===== src/rtl/ysyx_25070198_bus_pkg.sv =====
// Shared encodings for the IFU/LSU SimpleBus arbiter.
package ysyx_25070198_bus_pkg;

  typedef enum logic [1:0] {
    IDLE = 2'd0,
    REQ  = 2'd1,
    RESP = 2'd2
  } bus_state_e;

  typedef enum logic {
    OWN_IFU = 1'b0,
    OWN_LSU = 1'b1
  } bus_owner_e;

  // Data returned to the owner when the slave never answers.
  localparam logic [31:0] TIMEOUT_DATA = 32'hDEADBEEF;

endpackage


===== src/rtl/ysyx_25070198_rr_sel.sv =====
// Two-way master selector: fixed LSU priority or round-robin on last owner.
module ysyx_25070198_rr_sel
  import ysyx_25070198_bus_pkg::*;
#(
  parameter int LSU_PRIO = 1
) (
  input  logic       i_ifu_valid,
  input  logic       i_lsu_valid,
  input  bus_owner_e i_last_owner,
  output logic       o_sel_valid,
  output bus_owner_e o_sel_owner
);

  // Pick the winner among the currently requesting masters.
  always_comb begin
    // NOTE: every output gets a default first so no path leaves it unassigned (no latch).
    o_sel_valid = i_ifu_valid | i_lsu_valid;
    o_sel_owner = OWN_IFU;
    if (i_lsu_valid && !i_ifu_valid) begin
      o_sel_owner = OWN_LSU;
    end else if (i_lsu_valid && i_ifu_valid) begin
      if (LSU_PRIO != 0) begin
        o_sel_owner = OWN_LSU;
      end else begin
        o_sel_owner = (i_last_owner == OWN_IFU) ? OWN_LSU : OWN_IFU;
      end
    end
  end

endmodule


===== src/rtl/ysyx_25070198_bus_arbiter.sv =====
// Shares the single memory port between IFU and LSU, one transaction at a time.
module ysyx_25070198_bus_arbiter
  import ysyx_25070198_bus_pkg::*;
#(
  parameter int ADDR_W   = 32,
  parameter int DATA_W   = 32,
  parameter int LSU_PRIO = 1,
  parameter int TIMEOUT  = 255
) (
  input  logic              clk,
  input  logic              rst,
  input  logic              ifu_req_valid,
  input  logic [ADDR_W-1:0] ifu_req_addr,
  output logic              ifu_req_ready,
  output logic              ifu_resp_valid,
  output logic [DATA_W-1:0] ifu_resp_data,
  input  logic              lsu_req_valid,
  input  logic [ADDR_W-1:0] lsu_req_addr,
  input  logic              lsu_req_wen,
  input  logic [DATA_W-1:0] lsu_req_wdata,
  input  logic [3:0]        lsu_req_wmask,
  output logic              lsu_req_ready,
  output logic              lsu_resp_valid,
  output logic [DATA_W-1:0] lsu_resp_data,
  output logic              mem_req_valid,
  output logic [ADDR_W-1:0] mem_req_addr,
  output logic              mem_req_wen,
  output logic [DATA_W-1:0] mem_req_wdata,
  output logic [3:0]        mem_req_wmask,
  input  logic              mem_req_ready,
  input  logic              mem_resp_valid,
  input  logic [DATA_W-1:0] mem_resp_data,
  output logic              busy,
  output logic              timeout_err
);

  bus_state_e        r_state;
  bus_state_e        w_state_next;
  bus_owner_e        r_owner;
  logic [15:0]       r_cnt;
  logic              r_timeout_err;
  logic [ADDR_W-1:0] r_addr;
  logic              r_wen;
  logic [DATA_W-1:0] r_wdata;
  logic [3:0]        r_wmask;
  logic              r_ifu_resp_valid;
  logic [DATA_W-1:0] r_ifu_resp_data;
  logic              r_lsu_resp_valid;
  logic [DATA_W-1:0] r_lsu_resp_data;

  logic              w_sel_valid;
  bus_owner_e        w_sel_owner;
  logic              w_hs;
  logic              w_in_flight;
  logic [15:0]       w_cnt_inc;
  logic              w_resp_ok;
  logic              w_timeout;
  logic [DATA_W-1:0] w_resp_data;

  ysyx_25070198_rr_sel #(
    .LSU_PRIO(LSU_PRIO)
  ) u_sel (
    .i_ifu_valid (ifu_req_valid),
    .i_lsu_valid (lsu_req_valid),
    .i_last_owner(r_owner),
    .o_sel_valid (w_sel_valid),
    .o_sel_owner (w_sel_owner)
  );

  // Ready goes only to the selected master, so any selection in IDLE is a handshake.
  assign w_hs        = (r_state == IDLE) && w_sel_valid;
  assign w_in_flight = (r_state == REQ) || (r_state == RESP);
  assign w_cnt_inc   = r_cnt + 16'd1;
  // Spurious responses outside RESP are dropped here.
  assign w_resp_ok   = (r_state == RESP) && mem_resp_valid;
  // A real response arriving on the last allowed cycle beats the timeout.
  assign w_timeout   = w_in_flight && !w_resp_ok && (w_cnt_inc == 16'(TIMEOUT));
  assign w_resp_data = w_timeout ? DATA_W'(TIMEOUT_DATA)
                     : ((r_owner == OWN_LSU) && r_wen) ? '0 : mem_resp_data;

  // Next-state and handshake outputs.
  always_comb begin
    w_state_next  = r_state;
    ifu_req_ready = 1'b0;
    lsu_req_ready = 1'b0;
    mem_req_valid = 1'b0;
    busy          = 1'b0;
    case (r_state)
      IDLE: begin
        ifu_req_ready = w_sel_valid && (w_sel_owner == OWN_IFU);
        lsu_req_ready = w_sel_valid && (w_sel_owner == OWN_LSU);
        if (w_sel_valid) w_state_next = REQ;
      end
      REQ: begin
        mem_req_valid = 1'b1;
        busy          = 1'b1;
        if (w_timeout)          w_state_next = IDLE;
        else if (mem_req_ready) w_state_next = RESP;
      end
      RESP: begin
        busy = 1'b1;
        if (w_resp_ok || w_timeout) w_state_next = IDLE;
      end
      default: w_state_next = IDLE;
    endcase
  end

  // State register.
  always_ff @(posedge clk) begin
    // NOTE: sequential state uses non-blocking assignment so all flops update together.
    if (!rst) r_state <= IDLE;
    else      r_state <= w_state_next;
  end

  // Request latch, timeout counter and registered response pulse.
  always_ff @(posedge clk) begin
    if (!rst) begin
      r_owner          <= OWN_IFU;
      r_cnt            <= '0;
      r_timeout_err    <= 1'b0;
      r_addr           <= '0;
      r_wen            <= 1'b0;
      r_wdata          <= '0;
      r_wmask          <= '0;
      r_ifu_resp_valid <= 1'b0;
      r_ifu_resp_data  <= '0;
      r_lsu_resp_valid <= 1'b0;
      r_lsu_resp_data  <= '0;
    end else begin
      r_ifu_resp_valid <= 1'b0;
      r_lsu_resp_valid <= 1'b0;
      if (w_hs) begin
        r_owner <= w_sel_owner;
        r_cnt   <= '0;
        if (w_sel_owner == OWN_LSU) begin
          r_addr  <= lsu_req_addr;
          r_wen   <= lsu_req_wen;
          r_wdata <= lsu_req_wdata;
          r_wmask <= lsu_req_wmask;
        end else begin
          r_addr  <= ifu_req_addr;
          r_wen   <= 1'b0;
          r_wdata <= '0;
          r_wmask <= '0;
        end
      end else if (w_in_flight) begin
        r_cnt <= w_cnt_inc;
      end
      if (w_resp_ok || w_timeout) begin
        if (r_owner == OWN_LSU) begin
          r_lsu_resp_valid <= 1'b1;
          r_lsu_resp_data  <= w_resp_data;
        end else begin
          r_ifu_resp_valid <= 1'b1;
          r_ifu_resp_data  <= w_resp_data;
        end
      end
      if (w_timeout) r_timeout_err <= 1'b1;
    end
  end

  assign mem_req_addr   = r_addr;
  assign mem_req_wen    = r_wen;
  assign mem_req_wdata  = r_wdata;
  assign mem_req_wmask  = r_wmask;
  assign ifu_resp_valid = r_ifu_resp_valid;
  assign ifu_resp_data  = r_ifu_resp_data;
  assign lsu_resp_valid = r_lsu_resp_valid;
  assign lsu_resp_data  = r_lsu_resp_data;
  assign timeout_err    = r_timeout_err;

endmodule


===== config.mk =====
export PLATFORM = sky130hd
export DESIGN_NAME = ysyx_25070198_bus_arbiter
export DESIGN_NICKNAME = d
export VERILOG_FILES = /design/src/rtl/ysyx_25070198_bus_pkg.sv /design/src/rtl/ysyx_25070198_rr_sel.sv /design/src/rtl/ysyx_25070198_bus_arbiter.sv
export SDC_FILE = /design/constraint.sdc
export NUM_CORES = 1
export LEC_CHECK = 0
export ABC_AREA = 1
export BUFFER_PORTS_ARGS = -buffer_cell sky130_fd_sc_hd__buf_2
export CORE_MARGIN = 4
export CORE_UTILIZATION = 45
export DETAILED_ROUTE_END_ITERATION = 8
export GPL_TIMING_DRIVEN = 1
export PLACE_DENSITY = 0.84
export SLEW_MARGIN = 20
export SYNTH_ARGS = -nofsm -noshare
export SYNTH_HDL_FRONTEND = slang
export SYNTH_SLANG_ARGS = --single-unit

===== constraint.sdc =====
create_clock -name clk -period 3.2 [get_ports clk]
set_input_delay 0.64 -clock clk [delete_from_list [all_inputs] [get_ports clk]]
set_output_delay 0.64 -clock clk [all_outputs]
set_load 0.03 [all_outputs]

==> flow_summary.ini, run 1 <==
[logic_synthesis]
muxShareOfSynthArea = 0
synth_fp_nets = 1002
ys_types = 29
yosys.area_share.simple = 0.215
postSynth.asyncResetShare = 0
synth_area_um2 = 6500
yosys.area_share.xor_xnor = 0.00269
synth_compound_area_frac = 0.212
ys_ff_latch = 155
synthFlopType = dfxtp_1
ys_seq_area_frac = 0.477
yosysWarnings = 0
yosys.area_share.adder = 0.00962
synth_top_family_by_area = simple AND/OR/NAND/NOR gates
avgSynthCellArea_um2 = 7.58
synth_cells = 858
synth_edf_count = 0

[power]
p_int_w = 0.00421
leakagePower_nw = 4.18
p_comb_frac = 0.340
p_seq_frac = 0.364
power_per_cell_area_nw_per_um2 = 810
switchingPower_w = 0.00271
pwr-share-clk = 0.296
peakVddDrop_mv = 0.378
p_sw_frac = 0.391

[worst_setup_path]
rr_endpoint = ifu_resp_data[20]
crit_fanout = 38
reg2reg_from = r_cnt[1]
critical_path_class = reg2reg
reg2reg_depth = 14
worstSetupStartpointType = register
r2r_slack_ps = 350
end_kind = register
critical_path_arrival_ps = 3190
required_ps = 3550

[min_path]
whs_path_depth = 2
hp-class = in2reg
hold_end = mem_req_wmask[2]
min_from = lsu_req_wmask[2]

[timing]
drv_slew = 0
hold_violations = 0
tightestPinTransition_ps = 1080
max_slew_margin = 0.275
timing.fmax_mhz = 351
finalSetupViolCount = 0
finalSetupTns_ps = 0
finalCritPeriodShare = 0.889
rsz0062_at_grt = false
layout_min_cycle_time_ps = 2850
skew_ps = 9.77

[clock_network]
path_clk_slew_ps = 60
clock_latency_ps = 420
post_cts_buffers = 0
cts-resized-gates = 0
cts_tree = built
cts.sinks = 155
cts_max_level = 4
cts_hold_buf = 0
numCtsBuffers = 17
clockBufferDepth = 2
root_buffer = clkbuf_16

[finish]
final.fill_count = 1243
area_growth_pct = 31.4
final_common_cell = buf_2
layout.nets = 1246
final_cell_mix = buf_2, nand2_1, dfxtp_1
final_area_um2 = 8540
antenna-diode-count = 0
layout-drive-gt1-share = 0.304

[routing]
via_per_inst = 5.30
drt_iter0_drc = 501
finalWirelength_mm = 19.4
wl_per_cell_um = 15.0
vias = 6854
drt_first_pass_iters = 5
ant_nets = 0
drc = 0

[floorplanning]
initial_utilization = 0.463
coreArea_um2 = 14000
rows = 43
dieArea_um2 = 16400
die_h_um = 128
die_w_um = 128
io_pins = 279

[job]
maxCapViolations = 0

[place]
gp_congestion = 0.917
numPortBuffers = 278
place_area_um2 = 7940
dpl.hpwl_mm = 14.0

[global_routing]
grt_overflow_total = 0
grt_pass1_wl_mm = 30.5
antenna_found_initial = 1
first_global_vias = 6266
grt_max_degree = 77
track_usage = 0.230

[outcome]
status = finished, final reports clean
## stage by stage
| stage | utilization | cells | hold WS (ps) | power, W | setup WS [ps] |
|---|---|---|---|---|---|
| after floorplan | - | 858 | 458 | 0.00422 | 1000 |
| after global placement | 0.565 | 1263 | 433 | 0.00487 | 425 |
| after detailed placement | 0.565 | 1263 | 447 | 0.00491 | 397 |
| after CTS | 0.608 | 1293 | 436 | 0.00696 | 377 |
| after global routing | 0.608 | 1293 | 441 | 0.00730 | 19.4 |
| final | 0.608 | 1293 | 452 | 0.00692 | 354 |
## area by class of cell
cell class              instances  area [um2]  area share
clock inverters                12         163      0.0190
repair buffers                290        1480       0.173
clock buffers                  18         439      0.0514
inverters                      73         274      0.0321
well taps                     180         225      0.0264
multi-input cells             565        2860       0.334
flip-flops and latches        155        3100       0.363
## power groups by stage
stage / Clock, W / Combinational [W] / Sequential [W]
2_1_floorplan: 0 / 0.00115 / 0.00307
3_3_place_gp: 0 / 0.00233 / 0.00254
3_5_place_dp: 0 / 0.00236 / 0.00255
4_1_cts: 0.00208 / 0.00237 / 0.00252
5_1_grt: 0.00216 / 0.00257 / 0.00257
6_report: 0.00205 / 0.00235 / 0.00252
## flip-flops by register name, indices dropped and copies added, names as in the netlist
register and cells:
r_cnt 16, mem_req_wen 1, mem_req_wdata 32, r_state 2, mem_req_addr 32, ifu_resp_data 32, timeout_err 1, mem_req_wmask 4
ifu_resp_valid 1, lsu_resp_data 32, r_owner 1, lsu_resp_valid 1
## worst max path at each step
| stage | from | endpoint | cells past startpoint |
|---|---|---|---|
| floorplan | r_state[1] | ifu_resp_data[10] | 18 |
| global placement | mem_resp_valid | ifu_resp_data[8] | 13 |
| detailed placement | mem_resp_valid | ifu_resp_data[20] | 13 |
| CTS | r_cnt[1] | ifu_resp_data[20] | 14 |
| global route | r_cnt[1] | ifu_resp_data[24] | 14 |
| finish | r_cnt[1] | ifu_resp_data[20] | 14 |
## metal layers
| layer | up-vias | global-route usage | part of all wire |
|---|---|---|---|
| li1 | 3365 | - | - |
| met1 | 3053 | 0.283 | 0.39 |
| met2 | 389 | 0.375 | 0.48 |
| met3 | 45 | 0.0667 | 0.11 |
| met4 | 2 | 0.103 | 0.030 |
| met5 | - | 0 | 0.00067 |
## critical path: stages (launching register included)
cell     delay, ps
dfxtp_1        400
ha_1           230
nand3_2        130
inv_2          120
nand2_1         90
nor2_1         100
nand2_1         60
nand2_1         80
nand3_1         80
nor2_2         140
nand2_4         70
nand2_2        290
nand2_2        490
or2_0          370
a21oi_1        130
## cell usage after synthesis (2+ instances only)
library cell	number	area [um2]
nand2_1	164	616
nor2_1	59	221
clkbuf_1	48	180
or2_0	10	62.6
a21oi_1	142	711
nor2_2	4	25.0
dfxtp_1	155	3100
nand2_2	4	25.0
o21bai_1	2	15.0
nand3_1	69	345
o21ai_0	49	245
inv_2	3	11.3
nor2_4	2	22.5
buf_2	12	60.1
buf_1	3	11.3
nand4_1	8	50.1
o211ai_1	3	22.5
clkinv_1	2	7.51
ha_1	5	62.6
inv_1	68	255
a32o_1	37	370
buf_6	2	22.5
## kinds of logic after synthesis
kind of cell / after synthesis
buffers and inverters: 138
DFF: 155
xor gates and xnor gates: 2
and+or+nand+nor: 323
adders and majority gates: 5
AOI/OAI and AO/OA: 235
Power figures use the tool's default switching activity.
==> run 2: changes to the inputs <==
- RECOVER_POWER: not set -> 100
==> run 2 against run 1 <==
  * Cell count hardly changed
  * Sequential share of layout area rose by 0.80 points
  * Critical path depth did not move
  * Sequential power is essentially flat
  * Design area is 2.2% lower
  * Setup slack worse by 20 ps
  * Clock-buffer cell count is the same
  * Combinational power down 3%
  * Critical endpoint is now lsu_resp_data[15]
==> flow_summary.ini, run 2 (synthesized netlist as in run 1, its figures left out) <==
[worst_setup_path]
reg2reg_depth = 14
critPathSlowestCell = clkbuf_2
critical_path_class = reg2reg
slowest_delay_ps = 630
crit_fanout = 37
critPathBufInv = 2
end_kind = register
critPathMostFrequentCell = nand2_1
path_depth = 14
required_ps = 3540
worstSetupStartpointType = register
crit_family = simple AND/OR/NAND/NOR gates
critical_path_arrival_ps = 3210
cp_cell_sequence = ha_1, nand3_2, inv_2, nand2_1, nor2_1, nand2_1, nand2_1, nand3_1, nor2_2, nand2_4, nand2_2, clkbuf_2, nand3_1, a21oi_1

[routing]
via_per_inst = 5.28
drc = 0
wl_per_cell_um = 15.2
finalWirelength_mm = 19.6
vias = 6826
drt_iter0_drc = 549
ant_nets = 0
drt_first_pass_iters = 6

[floorplanning]
io_pins = 279
rows = 43
die_w_um = 128
coreArea_um2 = 14000
dieArea_um2 = 16400
initial_utilization = 0.463
die_h_um = 128

[clock_network]
cts_tree = built
root_buffer = clkbuf_16
cts_max_level = 4
clockBufferDepth = 2
cts_hold_buf = 0
cts-resized-gates = 0
path_clk_slew_ps = 60
post_cts_buffers = 0
clock_latency_ps = 420
numCtsBuffers = 17
cts.sinks = 155

[finish]
final_common_cell = nand2_1
layout-drive-gt1-share = 0.177
layout.nets = 1246
final_cell_mix = nand2_1, dfxtp_1, a21oi_1
area_growth_pct = 28.5

[global_routing]
grt_max_degree = 77
antenna_found_initial = 1
grt_overflow_total = 0
track_usage = 0.230
grt_pass1_wl_mm = 30.5
first_global_vias = 6266

[timing]
tightestPinTransition_ps = 1120
skew_ps = 9.61
timing.fmax_mhz = 349
finalSetupTns_ps = 0
hold_violations = 0
layout_min_cycle_time_ps = 2870
finalSetupViolCount = 0
finalCritPeriodShare = 0.895
max_slew_margin = 0.254
drv_slew = 0
rsz0062_at_grt = false
hold_ws_ps = 453

[outcome]
status = finished, final reports clean

[power]
leakagePower_nw = 3.60
peakVddDrop_mv = 0.377
power_per_cell_area_nw_per_um2 = 819

[place]
numPortBuffers = 278
gp_congestion = 0.917
dpl.hpwl_mm = 14.0

[job]
maxCapViolations = 0

[min_path]
hp-class = in2reg
whs_path_depth = 2
==> run 2: cell count changes in the layout (fill, tap and decap cells not counted) <==
cell	before	now
nor2_1	58	59
buf_4	12	8
clkbuf_2	0	4
clkbuf_1	0	140
nor2_2	5	4
buf_2	278	138
diode_2	0	1
==> run 2: per-layer routing <==
| layer | vias up | track usage | share of wire |
|---|---|---|---|
| li1 | 3369 | - | - |
| met1 | 3046 | 0.283 | 0.39 |
| met2 | 364 | 0.375 | 0.47 |
| met3 | 45 | 0.0667 | 0.10 |
| met4 | 2 | 0.103 | 0.029 |
| met5 | - | 0 | 0.00066 |
==> run 2: area by class of cell <==
| type | count | area (um2) |
|---|---|---|
| fillers | 1347 | 5690 |
| flip-flops and latches | 155 | 3100 |
| multi-input cells | 565 | 2850 |
| repair buffers | 290 | 1300 |
| clock buffers | 18 | 439 |
| inverters | 73 | 274 |
| well taps | 180 | 225 |
| clock inverters | 12 | 163 |
| diodes | 1 | 2.50 |
==> run 2: report_power, final <==
| part | switching [W] | leakage, nW | internal [W] |
|---|---|---|---|
| registers | 0.000233 | 1.26 | 0.00230 |
| logic | 0.00169 | 2.04 | 0.000577 |
| clock network | 0.000798 | 0.289 | 0.00125 |
==> run 2: per-stage QoR <==
| stage | std cells | setup slack, ps | utilization | cell area, um2 | power [W] |
|---|---|---|---|---|---|
| global route | 1293 | 21.1 | 0.595 | 8350 | 0.00722 |
| detailed placement | 1263 | 397 | 0.565 | 7940 | 0.00491 |
| CTS | 1293 | 377 | 0.608 | 8540 | 0.00696 |
| floorplan | 858 | 1000 | - | 6500 | 0.00422 |
| finish | 1294 | 335 | 0.595 | 8360 | 0.00684 |
| global placement | 1263 | 425 | 0.565 | 7940 | 0.00487 |
==> run 2: path summary, 6_finish.rpt <==
check | slack, ps | from | end
hold / removal | 450 | lsu_req_wmask[2] | mem_req_wmask[2]
hold reg to reg | 450 | timeout_err | timeout_err
setup / recovery | 330 | r_cnt[1] | lsu_resp_data[15]
setup reg to reg | 330 | r_cnt[1] | lsu_resp_data[15]
